$ cat src/rtl/addr_bridge_n_pkg.sv
// Shared types and constants for the address-decode bridge.
package bridge_pkg;

    localparam int MAX_SLV = 8;
    localparam int SEL_W   = $clog2(MAX_SLV);

    // One read-tracking slot: whether a read was issued, where it went,
    // and whether it decoded to nothing.
    typedef struct packed {
        logic             valid;
        logic [SEL_W-1:0] sel;
        logic             miss;
    } trk_entry_t;

endpackage

$ cat src/rtl/addr_bridge_n_if.sv
// Upstream request/response bus of the bridge.
//
// Handshake: bridge_en qualifies a request in the cycle it is high; there is
// no backpressure, so every qualified request is accepted that cycle. A read
// (bridge_wen == 0) is answered by a single-cycle bridge_rvalid pulse exactly
// RD_LAT cycles later, with bridge_rdata/bridge_rerr meaningful only while
// bridge_rvalid is high. Writes are never answered.
interface addr_bridge_n_if;
    logic        bridge_en;
    logic [3:0]  bridge_wen;
    logic [31:0] bridge_addr;
    logic [31:0] bridge_wdata;
    logic [31:0] bridge_rdata;
    logic        bridge_rvalid;
    logic        bridge_rerr;

    modport master (
        output bridge_en, bridge_wen, bridge_addr, bridge_wdata,
        input  bridge_rdata, bridge_rvalid, bridge_rerr
    );

    modport slave (
        input  bridge_en, bridge_wen, bridge_addr, bridge_wdata,
        output bridge_rdata, bridge_rvalid, bridge_rerr
    );
endinterface

$ cat src/rtl/addr_bridge_n_rd_track_pipe.sv
// Fixed-depth shift pipeline that remembers where each read went so the
// returning data can be steered and flagged RD_LAT cycles later.
module rd_track_pipe
    import bridge_pkg::*;
#(
    parameter int RD_LAT = 1
) (
    input  logic       clk,
    input  logic       rst,
    input  trk_entry_t push,
    output trk_entry_t head
);

    if (RD_LAT < 1 || RD_LAT > 4) begin : g_bad_lat
        $fatal(1, "rd_track_pipe: RD_LAT must be in 1..4");
    end

    trk_entry_t [RD_LAT-1:0] stage_q;
    trk_entry_t [RD_LAT-1:0] stage_d;

    // Shift every cycle; stage 0 takes the new entry.
    always_comb begin
        stage_d    = stage_q;
        stage_d[0] = push;
        for (int i = 1; i < RD_LAT; i++) begin
            stage_d[i] = stage_q[i-1];
        end
    end

    // Reset wipes in-flight reads so nothing is returned after reset.
    always_ff @(posedge clk) begin
        if (rst) begin
            stage_q <= '0;
        end else begin
            stage_q <= stage_d;
        end
    end

    assign head = stage_q[RD_LAT-1];

endmodule

$ cat src/rtl/addr_bridge_n.sv
// Address-decoding bridge: one upstream port fanned out to NUM_SLV slaves
// by base/mask match, lowest index winning, with read-return steering and a
// saturating decode-miss counter.
module addr_bridge_n
    import bridge_pkg::*;
#(
    parameter int                      NUM_SLV  = 4,
    parameter logic [32*NUM_SLV-1:0]   SLV_BASE = {32'h0000_0000, 32'h0000_0000,
                                                   32'h1fc0_0000, 32'h1ffa_0000},
    parameter logic [32*NUM_SLV-1:0]   SLV_MASK = {32'h0000_0000, 32'he000_0000,
                                                   32'hfff0_0000, 32'hffff_0000},
    parameter int                      RD_LAT   = 1
) (
    input  logic                   clk,
    input  logic                   rst,
    addr_bridge_n_if.slave         bus,
    output logic [NUM_SLV-1:0]     slv_en,
    output logic [4*NUM_SLV-1:0]   slv_wen,
    output logic [31:0]            slv_addr,
    output logic [31:0]            slv_wdata,
    input  logic [32*NUM_SLV-1:0]  slv_rdata,
    input  logic                   miss_clr,
    output logic [15:0]            miss_cnt
);

    if (NUM_SLV < 2 || NUM_SLV > MAX_SLV) begin : g_bad_num
        $fatal(1, "addr_bridge_n: NUM_SLV must be in 2..8");
    end

    logic             hit;
    logic [SEL_W-1:0] sel;
    trk_entry_t       push;
    trk_entry_t       head;
    logic [15:0]      miss_cnt_q;
    logic [15:0]      miss_cnt_d;

    // Address decode; scanning downward leaves the lowest matching index.
    always_comb begin
        hit = 1'b0;
        sel = '0;
        for (int i = NUM_SLV - 1; i >= 0; i--) begin
            if ((bus.bridge_addr & SLV_MASK[i*32 +: 32]) ==
                (SLV_BASE[i*32 +: 32] & SLV_MASK[i*32 +: 32])) begin
                hit = 1'b1;
                sel = SEL_W'(i);
            end
        end
    end

    // Route enables to the selected slave only; a miss drives nothing.
    always_comb begin
        slv_en  = '0;
        slv_wen = '0;
        for (int i = 0; i < NUM_SLV; i++) begin
            if (hit && sel == SEL_W'(i)) begin
                slv_en[i]          = bus.bridge_en;
                slv_wen[i*4 +: 4]  = bus.bridge_wen;
            end
        end
    end

    assign slv_addr  = bus.bridge_addr;
    assign slv_wdata = bus.bridge_wdata;

    // Record every read, including misses, so each one gets an answer.
    always_comb begin
        push       = '0;
        push.valid = bus.bridge_en && (bus.bridge_wen == 4'h0);
        push.sel   = sel;
        push.miss  = !hit;
    end

    rd_track_pipe #(.RD_LAT(RD_LAT)) u_track (
        .clk  (clk),
        .rst  (rst),
        .push (push),
        .head (head)
    );

    // Steer the returning slave data; misses and idle cycles read as zero.
    always_comb begin
        bus.bridge_rdata = 32'h0;
        if (head.valid && !head.miss) begin
            for (int i = 0; i < NUM_SLV; i++) begin
                if (head.sel == SEL_W'(i)) begin
                    bus.bridge_rdata = slv_rdata[i*32 +: 32];
                end
            end
        end
    end

    assign bus.bridge_rvalid = head.valid;
    assign bus.bridge_rerr   = head.valid && head.miss;

    // Next miss count: clear wins, otherwise count misses up to all-ones.
    always_comb begin
        miss_cnt_d = miss_cnt_q;
        if (miss_clr) begin
            miss_cnt_d = 16'h0;
        end else if (bus.bridge_en && !hit && miss_cnt_q != 16'hffff) begin
            miss_cnt_d = miss_cnt_q + 16'h1;
        end
    end

    // Miss counter register.
    always_ff @(posedge clk) begin
        if (rst) begin
            miss_cnt_q <= 16'h0;
        end else begin
            miss_cnt_q <= miss_cnt_d;
        end
    end

    assign miss_cnt = miss_cnt_q;

endmodule
$ cat src/flat_wrapper.sv
// flat-port wrapper written by rule: the top's interface ports become plain ports
module addr_bridge_n_flat import bridge_pkg::*;
#(
    parameter int                      NUM_SLV  = 4,
    parameter logic [32*NUM_SLV-1:0]   SLV_BASE = {32'h0000_0000, 32'h0000_0000,
                                                   32'h1fc0_0000, 32'h1ffa_0000},
    parameter logic [32*NUM_SLV-1:0]   SLV_MASK = {32'h0000_0000, 32'he000_0000,
                                                   32'hfff0_0000, 32'hffff_0000},
    parameter int                      RD_LAT   = 1
)
  (clk, rst, slv_en, slv_wen, slv_addr, slv_wdata, slv_rdata, miss_clr, miss_cnt, bus_bridge_en, bus_bridge_wen, bus_bridge_addr, bus_bridge_wdata, bus_bridge_rdata, bus_bridge_rvalid, bus_bridge_rerr);
  addr_bridge_n_if bus_i ();
  input  logic clk;
  input  logic rst;
  output logic [NUM_SLV-1:0] slv_en;
  output logic [4*NUM_SLV-1:0] slv_wen;
  output logic [31:0] slv_addr;
  output logic [31:0] slv_wdata;
  input  logic [32*NUM_SLV-1:0] slv_rdata;
  input  logic miss_clr;
  output logic [15:0] miss_cnt;
  input wire logic [$bits(bus_i.bridge_en)-1:0] bus_bridge_en;
  input wire logic [$bits(bus_i.bridge_wen)-1:0] bus_bridge_wen;
  input wire logic [$bits(bus_i.bridge_addr)-1:0] bus_bridge_addr;
  input wire logic [$bits(bus_i.bridge_wdata)-1:0] bus_bridge_wdata;
  output wire logic [$bits(bus_i.bridge_rdata)-1:0] bus_bridge_rdata;
  output wire logic [$bits(bus_i.bridge_rvalid)-1:0] bus_bridge_rvalid;
  output wire logic [$bits(bus_i.bridge_rerr)-1:0] bus_bridge_rerr;
  assign bus_i.bridge_en = bus_bridge_en;
  assign bus_i.bridge_wen = bus_bridge_wen;
  assign bus_i.bridge_addr = bus_bridge_addr;
  assign bus_i.bridge_wdata = bus_bridge_wdata;
  assign bus_bridge_rdata = bus_i.bridge_rdata;
  assign bus_bridge_rvalid = bus_i.bridge_rvalid;
  assign bus_bridge_rerr = bus_i.bridge_rerr;
  addr_bridge_n #(.NUM_SLV(NUM_SLV), .SLV_BASE(SLV_BASE), .SLV_MASK(SLV_MASK), .RD_LAT(RD_LAT)) u_core (.clk(clk), .rst(rst), .bus(bus_i), .slv_en(slv_en), .slv_wen(slv_wen), .slv_addr(slv_addr), .slv_wdata(slv_wdata), .slv_rdata(slv_rdata), .miss_clr(miss_clr), .miss_cnt(miss_cnt));
endmodule
$ cat config.mk
export PLATFORM = sky130hd
export DESIGN_NAME = addr_bridge_n_flat
export DESIGN_NICKNAME = d
export VERILOG_FILES = /design/src/rtl/addr_bridge_n_pkg.sv /design/src/rtl/addr_bridge_n_if.sv /design/src/rtl/addr_bridge_n_rd_track_pipe.sv /design/src/rtl/addr_bridge_n.sv /design/src/flat_wrapper.sv
export SDC_FILE = /design/constraint.sdc
export NUM_CORES = 1
export LEC_CHECK = 0
export CAP_MARGIN = 20
export CORE_AREA = 4 4 128 130
export DETAILED_ROUTE_END_ITERATION = 6
export DIE_AREA = 0 0 132 134
export PLACE_DENSITY_LB_ADDON = 0.12
export SYNTH_ARGS = -nofsm -noshare
export SYNTH_HDL_FRONTEND = slang
export SYNTH_SLANG_ARGS = --single-unit
$ cat constraint.sdc
create_clock -name clk -period 1.6 [get_ports clk]
set_clock_uncertainty 0.1 [all_clocks]
set_input_delay 0.16 -clock clk [delete_from_list [all_inputs] [get_ports clk]]
set_output_delay 0.16 -clock clk [all_outputs]
set_load 0.02 [all_outputs]
==> impl_results.md <==
- Run status: finished with violations
- Failing checks: setup timing
- Post-Synth Simple-Gate Area: 0.202
- Syn Area/Cell: 9.72 µm²
- Setup slack after layout: -245 ps
- Tcrit/Tclk final: 1.15
- Post-synth top area share: 0.348
- Initial Util: 0.128
- Net Sw Power: 352 µW
- Max-cap viol count: 0
- Endpoints failing setup: 32
- Filler cells: about 1,600
- Minimum clock period: around 1800 ps
- Mux share of post-synthesis cell area: 0.375
- Xor and xnor area share after synthesis: 0
- Overall overflow remaining after global route: 0
- Setup TNS: -7260 ps
- Leading area contributor after synthesis: mux4_2
- Ys flop type: dfxtp_1
- Worst setup path class: reg2out
- RSZ-0062 raised after global routing: true
- CP arrival: 1580 ps
- CTS sink count: 3
- Nets: 588
- Gate Count Post-Synth: 200
- Cell Count, Final, Fillers Out: 575
- DRC Markers: 0
- Critical Path End Type: primary output
- Pwr Density: 309 mW/mm²
- Max stage delay on crit path: ~500 ps
- Routed vias/inst: between 3 and 4
- Fraction of registers with async set or reset after synthesis: 0
- Post-Syn Area: just under 0.002 mm²
- Antenna Nets Post-Route: 0
- P_leak: 0.00179 µW
- Largest net degree at the start of global routing: 30
- TritonRoute pass-1 iters: 2
- Critical Path End: bus_bridge_rdata[1]
- Sequential share of the synthesized area: 0.0309
- Post-Synth Adder-Cell Area: 0
- Slew Viols, Final: 0
- Vias in the first global route: 2,461
- Comb pwr share: 0.643
- Core Area: roughly 0.015 mm²
- DP Cell Count: approximately 560
- Startpoint types: flop
- Die width: 132 µm
- Root buf cell: clkbuf_16
- Worst hold-check path type: in2out
- Compound-Gate Fraction of Synth Area: 0.0232
- Crit-path max FO: 8
- Clk pin slew, worst setup/hold paths: 30 ps
- Via Count: 2,182
- Final hold violations: 0
- DR WL/cell: 17.1 µm
- Routability cong.: 0.700
- Post-synth EDFFs: 0
- Internal Dissipation: 998 µW
- Cells along the critical path: buf_12 > mux4_2 > and2_4 > buf_6
- Register bit total from synthesis: 3
- I/O Pins: 334
- Register share of total power: 0.064
- DRT Wirelength: around 9800 µm
- Crit-path slowest cell: mux4_2
- # rows: between 40 and 50
- Clk buf depth: 2
- Sw Share: 0.261
- Max frequency: 542 MHz
- Worst hold path depth: 0
- Clock share of power: 0.293
- Die area: 0.0177 mm²
- Syn-to-layout area delta: 125%
- Yosys cell types: 25
- Dpl hpwl: 8230 µm
- Largest family of logic cells by synthesized area: multiplexers
- # diodes: 0
- CP bufs+invs: 2
- Worst setup startpoint: u_core.u_track.head[1]
- GRT Total Usage: 0.102
- IO Port Bufs: about 220
- Stages on worst setup path: 4
- TritonCTS buffer count: 3
- H-tree depth: 1
- Top post-synthesis cells by area: mux4_2 (35%), buf_4 (31%), and2_1 (10%)
- VDD IR max: about 0.15 mV
- Fraction of layout cells with a size suffix above 1: 0.478
- First-pass GRT wire length: between 10,000 and 15,000 µm
- Initial antenna violation count: 0
- Max reg flops: 3
- Crit path required time: 1340 ps
- Iter 0 DRT Violations: 23
- Die height: 134 µm
- CTS tree: yes
- Top Family by Delay on Critical Path: multiplexers
- Yosys Warn Count: 0
## metal layers
metal	track usage	vias to the layer above	wire length, µm
met5	0	-	0
met4	0.0344	0	215
met3	0.0304	24	907
met2	0.198	162	5270
met1	0.104	1002	3420
li1	-	994	-
## cell usage after synthesis (2+ instances only)
cell type	n
buf_4	81
and2_1	32
mux4_2	30
nor2b_1	9
and3_1	6
a21oi_1	5
nand2_1	5
buf_2	4
buf_12	3
clkbuf_1	3
dfxtp_1	3
mux4_1	2
nand4_1	2
nand4bb_1	2
nor2_1	2
nor3_1	2
## power by group through the flow
| stage | combinational [µW] | clock (µW) | sequential, µW |
|---|---|---|---|
| after floorplan | 557 | 0 | 82.0 |
| after global placement | 824 | 0 | 84.2 |
| after detailed placement | 831 | 0 | 84.3 |
| after CTS | 902 | 404 | 87.0 |
| after global routing | 927 | 409 | 87.5 |
| final | 869 | 395 | 86.7 |
## logic make-up (layout without fill, tap and decap cells)
group / count (synthesis) / count (layout)
multiplexers: 32 / 32
AO/OA/AOI/OAI: 8 / 8
buffers and inverters: 93 / 264
AND/OR/NAND/NOR: 63 / 63
flip-flops: 3 / 3
other: 1 / 17
## worst min-delay path by stage
stage | start | end | slack (ps)
finish | bus_bridge_addr[14] | slv_addr[14] | 220
global route | bus_bridge_addr[2] | slv_addr[2] | 220
CTS | bus_bridge_addr[7] | slv_addr[7] | 220
detailed placement | bus_bridge_addr[7] | slv_addr[7] | 220
global placement | bus_bridge_addr[7] | slv_addr[7] | 220
floorplan | rst | u_core.u_track.head[2] | 130
## what timing repair did
action                     4_1_cts  5_1_grt
buffers inserted                 6        3
cloned                           2        0
setup endpoints to repair       60       48
pin swaps                       40        9
hold buffers                     0        0
gates resized for setup        350       28
## cell type report
class | instances | area (µm²) | share of cell area
Timing Repair Buffer | 259 | 2570 | 0.588
Multi-Input combinational cell | 120 | 1420 | 0.324
Tap cell | 188 | 235 | 0.0539
Clock buffer | 4 | 78.8 | 0.0181
Sequential cell | 3 | 63.8 | 0.0146
Inverter | 1 | 3.75 | 0.000860
## stage by stage
| stage | hold slack, ps | instance area [µm²] | power [µW] | utilization | worst slack, ps |
|---|---|---|---|---|---|
| after global placement | 220 | 3980 | 909 | 0.263 | -756 |
| after floorplan | 129 | 2000 | 639 | - | 55.5 |
| after CTS | 220 | 4380 | 1390 | 0.289 | -344 |
| final | 220 | 4370 | 1350 | 0.288 | -245 |
| after global routing | 220 | 4370 | 1420 | 0.288 | -305 |
| after detailed placement | 220 | 3980 | 915 | 0.263 | -777 |
## cell usage in the layout, fill, tap and decap left out, drive strengths merged
| master | instances |
|---|---|
| a21oi | 5 |
| a31oi | 1 |
| and2 | 32 |
| and3 | 6 |
| buf | 93 |
| clkbuf | 9 |
| clkdlybuf4s15 | 5 |
| clkdlybuf4s50 | 149 |
| conb | 17 |
| dfxtp | 3 |
| dlygate4sd2 | 6 |
| dlymetal6s2s | 1 |
| inv | 1 |
| mux4 | 32 |
| nand2 | 5 |
| nand4 | 2 |
| nand4bb | 2 |
| nor2 | 2 |
| nor2b | 9 |
| nor3 | 3 |
| nor4 | 1 |
| o21ai | 1 |
| o31a | 1 |
| or4b | 1 |
No activity file was read; power rests on OpenSTA's default activity.
